<file path="src/rtl/rle_encoder_if.sv">
// rle_encoder_if -- pixel input stream and encoded word output stream of the
// run-length encoder.
//
// Handshake: a transfer happens on a rising clock edge where valid && ready
// are both high. A source holds valid and its payload unchanged until that
// edge; ready may change freely and never depends on valid.
//
//   pix_valid/pix_colour/pix_last  source -> encoder  pixel stream
//   pix_ready                      encoder -> source
//   out_valid/out_data             encoder -> sink    {run_len[9:0], colour[5:0]}
//   out_ready                      sink -> encoder
//
// Modports: master = pixel source / word sink, slave = the encoder.
interface rle_encoder_if;
  logic        pix_valid;
  logic [5:0]  pix_colour;
  logic        pix_last;
  logic        pix_ready;
  logic        out_valid;
  logic [15:0] out_data;
  logic        out_ready;

  modport master (
    output pix_valid, pix_colour, pix_last, out_ready,
    input  pix_ready, out_valid, out_data
  );

  modport slave (
    input  pix_valid, pix_colour, pix_last, out_ready,
    output pix_ready, out_valid, out_data
  );
endinterface

</file>
<file path="src/rtl/rle_encoder.sv">
// rle_encoder -- row-based run-length encoder for 6-bit RRGGBB pixels.
//
// Consecutive equal-colour pixels of a row are merged into one 16-bit word
// {run_len[9:0], colour[5:0]}. A run is closed on a colour change, on
// reaching MAX_RUN pixels, or at the end of a row (pix_last). Runs never
// cross rows.
//
// Ports:
//   clk        clock, rising edge
//   rst        synchronous active-high reset
//   bus        rle_encoder_if.slave (pixel input, word output)
//   word_count number of words handed off since reset, wraps at 16'hFFFF
//   state_dbg  current FSM state (0 EMPTY, 1 RUN, 2 FLUSH, 3 MARK)
//
// Optional build macro RLE_ENC_EOL_MARKER_EN: after the last run of each
// row a length-0 word 16'h0000 is emitted as an end-of-row marker.
module rle_encoder #(
  parameter int MAX_RUN = 1023
) (
  input  logic        clk,
  input  logic        rst,
  rle_encoder_if.slave bus,
  output logic [15:0] word_count,
  output logic [1:0]  state_dbg
);

  typedef enum logic [1:0] {
    S_EMPTY = 2'd0,
    S_RUN   = 2'd1,
`ifdef RLE_ENC_EOL_MARKER_EN
    S_FLUSH = 2'd2,
    S_MARK  = 2'd3
`else
    S_FLUSH = 2'd2
`endif
  } state_e;

  // State entered once the final run of a row has been written.
`ifdef RLE_ENC_EOL_MARKER_EN
  localparam state_e EOL_STATE = S_MARK;
`else
  localparam state_e EOL_STATE = S_EMPTY;
`endif

  localparam logic [9:0] MAX_LEN = 10'(MAX_RUN);

  state_e      state_q, state_d;
  logic [9:0]  run_len_q, run_len_d;
  logic [5:0]  run_colour_q, run_colour_d;
  logic        out_valid_q, out_valid_d;
  logic [15:0] out_data_q, out_data_d;
  logic [15:0] word_count_q, word_count_d;

  logic        out_free;
  logic        accept;
  logic        extend;
  logic        wr;
  logic [15:0] wr_data;

  // Output register may take a new word if empty or being drained this cycle.
  assign out_free = !out_valid_q || bus.out_ready;
  assign accept   = bus.pix_valid && bus.pix_ready;
  // Pixel continues the held run (same colour and room left).
  assign extend   = (bus.pix_colour == run_colour_q) && (run_len_q < MAX_LEN);

  // State register
  always_ff @(posedge clk) begin
    if (rst) begin
      state_q      <= S_EMPTY;
      run_len_q    <= '0;
      run_colour_q <= '0;
      out_valid_q  <= 1'b0;
      out_data_q   <= '0;
      word_count_q <= '0;
    end else begin
      state_q      <= state_d;
      run_len_q    <= run_len_d;
      run_colour_q <= run_colour_d;
      out_valid_q  <= out_valid_d;
      out_data_q   <= out_data_d;
      word_count_q <= word_count_d;
    end
  end

  // Next-state logic, including which word (if any) is written this cycle
  always_comb begin
    state_d      = state_q;
    run_len_d    = run_len_q;
    run_colour_d = run_colour_q;
    wr           = 1'b0;
    wr_data      = out_data_q;
    unique case (state_q)
      S_EMPTY: begin
        if (accept) begin
          if (bus.pix_last) begin
            wr        = 1'b1;
            wr_data   = {10'd1, bus.pix_colour};
            run_len_d = '0;
            state_d   = EOL_STATE;
          end else begin
            run_len_d    = 10'd1;
            run_colour_d = bus.pix_colour;
            state_d      = S_RUN;
          end
        end
      end
      S_RUN: begin
        if (accept) begin
          if (extend && bus.pix_last) begin
            wr        = 1'b1;
            wr_data   = {run_len_q + 10'd1, run_colour_q};
            run_len_d = '0;
            state_d   = EOL_STATE;
          end else if (extend) begin
            run_len_d = run_len_q + 10'd1;
          end else begin
            // Split: old run goes out now, the new pixel starts a fresh run.
            // If it also ends the row it must wait a cycle in FLUSH.
            wr           = 1'b1;
            wr_data      = {run_len_q, run_colour_q};
            run_len_d    = 10'd1;
            run_colour_d = bus.pix_colour;
            state_d      = bus.pix_last ? S_FLUSH : S_RUN;
          end
        end
      end
      S_FLUSH: begin
        if (out_free) begin
          wr        = 1'b1;
          wr_data   = {run_len_q, run_colour_q};
          run_len_d = '0;
          state_d   = EOL_STATE;
        end
      end
`ifdef RLE_ENC_EOL_MARKER_EN
      S_MARK: begin
        if (out_free) begin
          wr      = 1'b1;
          wr_data = 16'h0000;
          state_d = S_EMPTY;
        end
      end
`endif
      default: state_d = S_EMPTY;
    endcase
  end

  // Output register and counter update
  always_comb begin
    out_valid_d  = out_valid_q;
    out_data_d   = out_data_q;
    word_count_d = word_count_q;
    if (out_valid_q && bus.out_ready) begin
      out_valid_d  = 1'b0;
      word_count_d = word_count_q + 16'd1;
    end
    if (wr) begin
      out_valid_d = 1'b1;
      out_data_d  = wr_data;
    end
  end

  // Outputs
  always_comb begin
    bus.pix_ready = ((state_q == S_EMPTY) || (state_q == S_RUN)) && out_free;
    bus.out_valid = out_valid_q;
    bus.out_data  = out_data_q;
    word_count    = word_count_q;
    state_dbg     = state_q;
  end

endmodule

</file>
<file path="src/flat_wrapper.sv">
// flat-port wrapper written by rule: the top's interface ports become plain ports
module rle_encoder_flat 
#(
  parameter int MAX_RUN = 1023
)
  (clk, rst, word_count, state_dbg, bus_pix_valid, bus_pix_colour, bus_pix_last, bus_out_ready, bus_pix_ready, bus_out_valid, bus_out_data);
  rle_encoder_if bus_i ();
  input  logic clk;
  input  logic rst;
  output logic [15:0] word_count;
  output logic [1:0] state_dbg;
  input wire logic [$bits(bus_i.pix_valid)-1:0] bus_pix_valid;
  input wire logic [$bits(bus_i.pix_colour)-1:0] bus_pix_colour;
  input wire logic [$bits(bus_i.pix_last)-1:0] bus_pix_last;
  input wire logic [$bits(bus_i.out_ready)-1:0] bus_out_ready;
  output wire logic [$bits(bus_i.pix_ready)-1:0] bus_pix_ready;
  output wire logic [$bits(bus_i.out_valid)-1:0] bus_out_valid;
  output wire logic [$bits(bus_i.out_data)-1:0] bus_out_data;
  assign bus_i.pix_valid = bus_pix_valid;
  assign bus_i.pix_colour = bus_pix_colour;
  assign bus_i.pix_last = bus_pix_last;
  assign bus_i.out_ready = bus_out_ready;
  assign bus_pix_ready = bus_i.pix_ready;
  assign bus_out_valid = bus_i.out_valid;
  assign bus_out_data = bus_i.out_data;
  rle_encoder #(.MAX_RUN(MAX_RUN)) u_core (.clk(clk), .rst(rst), .bus(bus_i), .word_count(word_count), .state_dbg(state_dbg));
endmodule
</file>
<file path="config.mk">
export PLATFORM = sky130hd
export DESIGN_NAME = rle_encoder_flat
export DESIGN_NICKNAME = d
export VERILOG_FILES = /design/src/rtl/rle_encoder_if.sv /design/src/rtl/rle_encoder.sv /design/src/flat_wrapper.sv
export SDC_FILE = /design/constraint.sdc
export NUM_CORES = 1
export LEC_CHECK = 0
export CORE_UTILIZATION = 48
export DETAILED_ROUTE_END_ITERATION = 16
export PLACE_DENSITY = 0.73
export SETUP_SLACK_MARGIN = 0.3
export SYNTH_ARGS = -nofsm -noshare
export SYNTH_HDL_FRONTEND = slang
export SYNTH_SLANG_ARGS = --single-unit
</file>
<file path="constraint.sdc">
create_clock -name clk -period 2.05 [get_ports clk]
set_input_delay 0.3075 -clock clk [delete_from_list [all_inputs] [get_ports clk]]
set_output_delay 0.3075 -clock clk [all_outputs]
set_load 0.02 [all_outputs]
</file>
==> metrics.log <==
INFO  metric outcome = finished, final reports clean
INFO  metric numPortBuffers = 46
INFO  metric min_path_cells = 3
INFO  metric ctsLongestPathBuffers = 2
INFO  metric yosys_warnings = 0
INFO  metric dp_worst_setup_slack = -0.1527 ns
INFO  metric postSynthNetCount = 339
INFO  metric multi_input_comb_area = roughly 0.0018 mm²
INFO  metric arrival = 2.10 ns
INFO  metric global_route.overflow_total = 0
INFO  metric routed_wl = 7.529 mm
INFO  metric grt_pass1_wl = 12.10 mm
INFO  metric antenna_cells_inserted = 0
INFO  metric global_route.usage.total = 24.89%
INFO  metric placed_cells_incl_taps = 463
INFO  metric firstDrtPassIters = 5
INFO  metric synth_edf_count = 0
INFO  metric r2r_slack = ~0.15 ns
INFO  metric stdcell_count = 490
INFO  metric criticalPathCategory = reg -> reg
INFO  metric setup_viol = 0
INFO  metric post-route-min-period = 1.898 ns
INFO  metric hp-class = in -> reg
INFO  metric via_count = 2803
INFO  metric detailed_place_hpwl = 5.089 mm
INFO  metric wl_per_cell = around 15 µm
INFO  metric seq_area = about 0.0010 mm²
INFO  metric postSynthAreaPerCell = 8.642 µm²
INFO  metric detailedRoute.firstIterationViolations = between 100 and 150
INFO  metric grt.busiest_layer = met2
INFO  metric min-delay-start = bus_pix_colour[3]
INFO  metric die_width = approximately 78 µm
INFO  metric tritoncts_clock_tree = done
INFO  metric hold-path-endpoint = u_core.run_colour_q[3]
INFO  metric top_level_ports = 47
INFO  metric maxCapViolCount = 0
INFO  metric fin_hold_ws = 0.3245 ns
INFO  metric data_required_time_of_the_critical_path = 2.26 ns
INFO  metric timing_worst_slew_pin_value = 0.3217 ns
INFO  metric timing.fmax = between 500 and 600 MHz
INFO  metric slew_viol_final = 0
INFO  metric die_h = around 78 µm
INFO  metric fp.coreArea = 0.005540 mm²
INFO  metric total_leakage_power = 0.001568 µW
INFO  metric areaGrowthSynthToFinish = 46.90%
INFO  metric globalRouteMet3Util = roughly 4.4%
INFO  metric critPathMaxFanout = 7
INFO  metric mostFrequentLayoutCell = buf_4
INFO  metric critical_path.startpoint_type = flop
INFO  metric die_area = 0.006106 mm²
INFO  metric finalNetCount = roughly 430
INFO  metric hold_violations = 0
INFO  metric reg2regPathDepth = 9
INFO  metric start_util = 50.23%
INFO  metric timing.critical_path.to_type = flop
INFO  metric maxSlewHeadroom = between 70% and 80%
INFO  metric synthesis.instances = approximately 320
INFO  metric synth_top_flop_cell = dfxtp_1
INFO  metric grt_antenna_before_repair = 0
INFO  metric antenna_left = 0
INFO  metric final_min_period_over_clock_period = 92.60%
INFO  metric globalplace.congestion = a little under 0.9
INFO  metric rsz0062_at_grt = true
INFO  metric clk_pin_slew = approximately 0.10 ns
INFO  metric layout.cells.most_common_list = buf_4, dfxtp_1, clkdlybuf4s50_1
INFO  metric r2r_end = u_core.bus.out_data[13]
INFO  metric grt_start_max_net_pins = 23
INFO  metric drt-vias-per-instance = roughly 5.7
INFO  metric syn_area = 0.002783 mm²
INFO  metric cts_buffers = 5
INFO  metric pwr_density_cell = 584.4 mW/mm²
INFO  metric groute.layer.met2.usage = between 40% and 50%
INFO  metric synth.yosys.seq_area_share = roughly 37%
INFO  metric placementRows = 27
INFO  metric crit-reg2reg-launch = u_core.state_dbg[1]
INFO  metric synth_cell_types = 56
INFO  metric worst_clock_skew = 0.01116 ns
INFO  metric number_of_global_route_vias_before_repair = between 2000 and 3000
INFO  metric drive_above_1_share = roughly a third
INFO  metric cts_hold_buf = 0
INFO  metric synth.ff_latch_count = 51
INFO  metric grtUsageMet1 = between 30% and 40%
INFO  metric drc_errors = 0
INFO  metric post-route-worst-setup-slack = 0.1517 ns
INFO  metric peakVddDrop = approximately 0.35 mV
INFO  metric ctsHtreeMaxLevel = 2
INFO  metric clock_insertion_delay_worst_skew = slightly above 0.3 ns
INFO  metric root_buffer_master = clkbuf_8
INFO  metric clkSinkCount = 51
INFO  metric nFillCells = 411
INFO  metric synthArstFlopShare = 0%
critical path, stage by stage, from the launching register on:
cell and delay (ns):
dfxtp_4 0.39, inv_4 0.07, ha_4 0.14, nand2_2 0.06, a211oi_2 0.26, o2111a_1 0.27, o31a_4 0.23, buf_4 0.14
nor3b_2 0.03, a31o_1 0.19
synthesized netlist by cell type, drive strengths merged, types with 2 or more instances:
library cell / number / area (µm²)
nand2: 20 / 75.07
a32oi: 2 / 17.52
and2: 3 / 18.77
nand3b: 3 / 22.52
o31ai: 2 / 15.01
nor2: 46 / 182.7
dfxtp: 51 / 1021
mux2i: 7 / 70.07
and4: 5 / 51.30
nor3: 4 / 25.02
o21ai: 10 / 50.04
o2111a: 3 / 33.78
xor2: 14 / 122.6
buf: 14 / 97.59
nor2b: 8 / 50.05
a211oi: 8 / 95.09
inv: 11 / 41.29
o211ai: 5 / 37.54
ha: 6 / 75.07
a31oi: 8 / 50.05
a22o: 2 / 17.52
a21oi: 18 / 90.09
xnor2: 6 / 52.55
or4: 2 / 15.01
o311ai: 3 / 41.29
o32ai: 3 / 33.79
nand4: 9 / 68.81
nand3: 19 / 95.09
clkbuf: 6 / 23.77
or3: 3 / 18.77
nand4b: 2 / 17.52
nand2b: 3 / 18.77
and3: 5 / 36.28
where the power goes:
| part | switching (µW) | internal [µW] |
|---|---|---|
| Clock | 358 | 319 |
| Sequential | 38.0 | 1030 |
| Combinational | 320 | 327 |
| Total | 717 | 1670 |
registers in the layout (all words and copies together) (netlist names):
| register | cells |
|---|---|
| u_core.bus.out_data | 16 |
| u_core.state_dbg | 2 |
| u_core.run_colour_q | 6 |
| u_core.run_len_q | 10 |
| u_core.bus.out_valid | 1 |
| u_core.word_count | 16 |
worst max path at each step:
stage                              startpoint                       to  slack (ns)
final                     u_core.state_dbg[1]  u_core.bus.out_data[13]        0.15
after global routing      u_core.state_dbg[1]      u_core.run_len_q[5]        0.08
after CTS                 u_core.state_dbg[1]  u_core.bus.out_data[11]        0.16
after floorplan           u_core.state_dbg[0]  u_core.bus.out_data[13]        0.26
after global placement      bus_pix_colour[3]  u_core.bus.out_data[11]       -0.11
after detailed placement    bus_pix_colour[4]  u_core.bus.out_data[15]       -0.15
layout make-up:
cell class	instances	share of cell area [%]
Inverter	11	1.133
Clock buffer	6	2.296
Multi-Input combinational cell	241	44.84
Timing Repair Buffer	107	23.81
Sequential cell	51	25.31
Clock inverter	2	0.3979
Tap cell	72	2.204
cells by family (layout without fill, tap and decap cells):
group	after synthesis	in the layout	share of synthesized area, %
AOI/OAI and AO/OA	72	72	20.05
and+or+nand+nor	135	136	25.90
xor gates and xnor gates	20	20	6.295
muxes	7	7	2.518
DFF	51	51	36.69
adders and majority gates	6	6	2.698
buffers and inverters	31	126	5.845
what timing repair did:
item                       4_1_cts  5_1_grt
gates resized for setup         23       36
hold endpoints to repair         0        0
pin swaps                       18       28
setup endpoints to repair       32       38
buffers inserted                11        6
cloned                           2        0
stage by stage:
step | utilization, % | power (µW) | TNS, ns | cell area (µm²)
after floorplan | - | 1401 | 0 | 2892
after global placement | 65.40 | 1589 | -1.523 | 3623
after detailed placement | 65.40 | 1596 | -2.527 | 3623
after CTS | 70.78 | 2337 | 0 | 3921
after global routing | 73.78 | 2488 | 0 | 4088
final | 73.78 | 2389 | 0 | 4088
routing by layer:
metal,vias up,routed length (µm),share of wire [%]
met3,18,429,5.7
met5,-,0,0
met4,0,161,2.1
li1,1355,-,-
met1,1325,3237,43
met2,105,3700,49
Note: power is estimated with default switching activity, not from simulation.
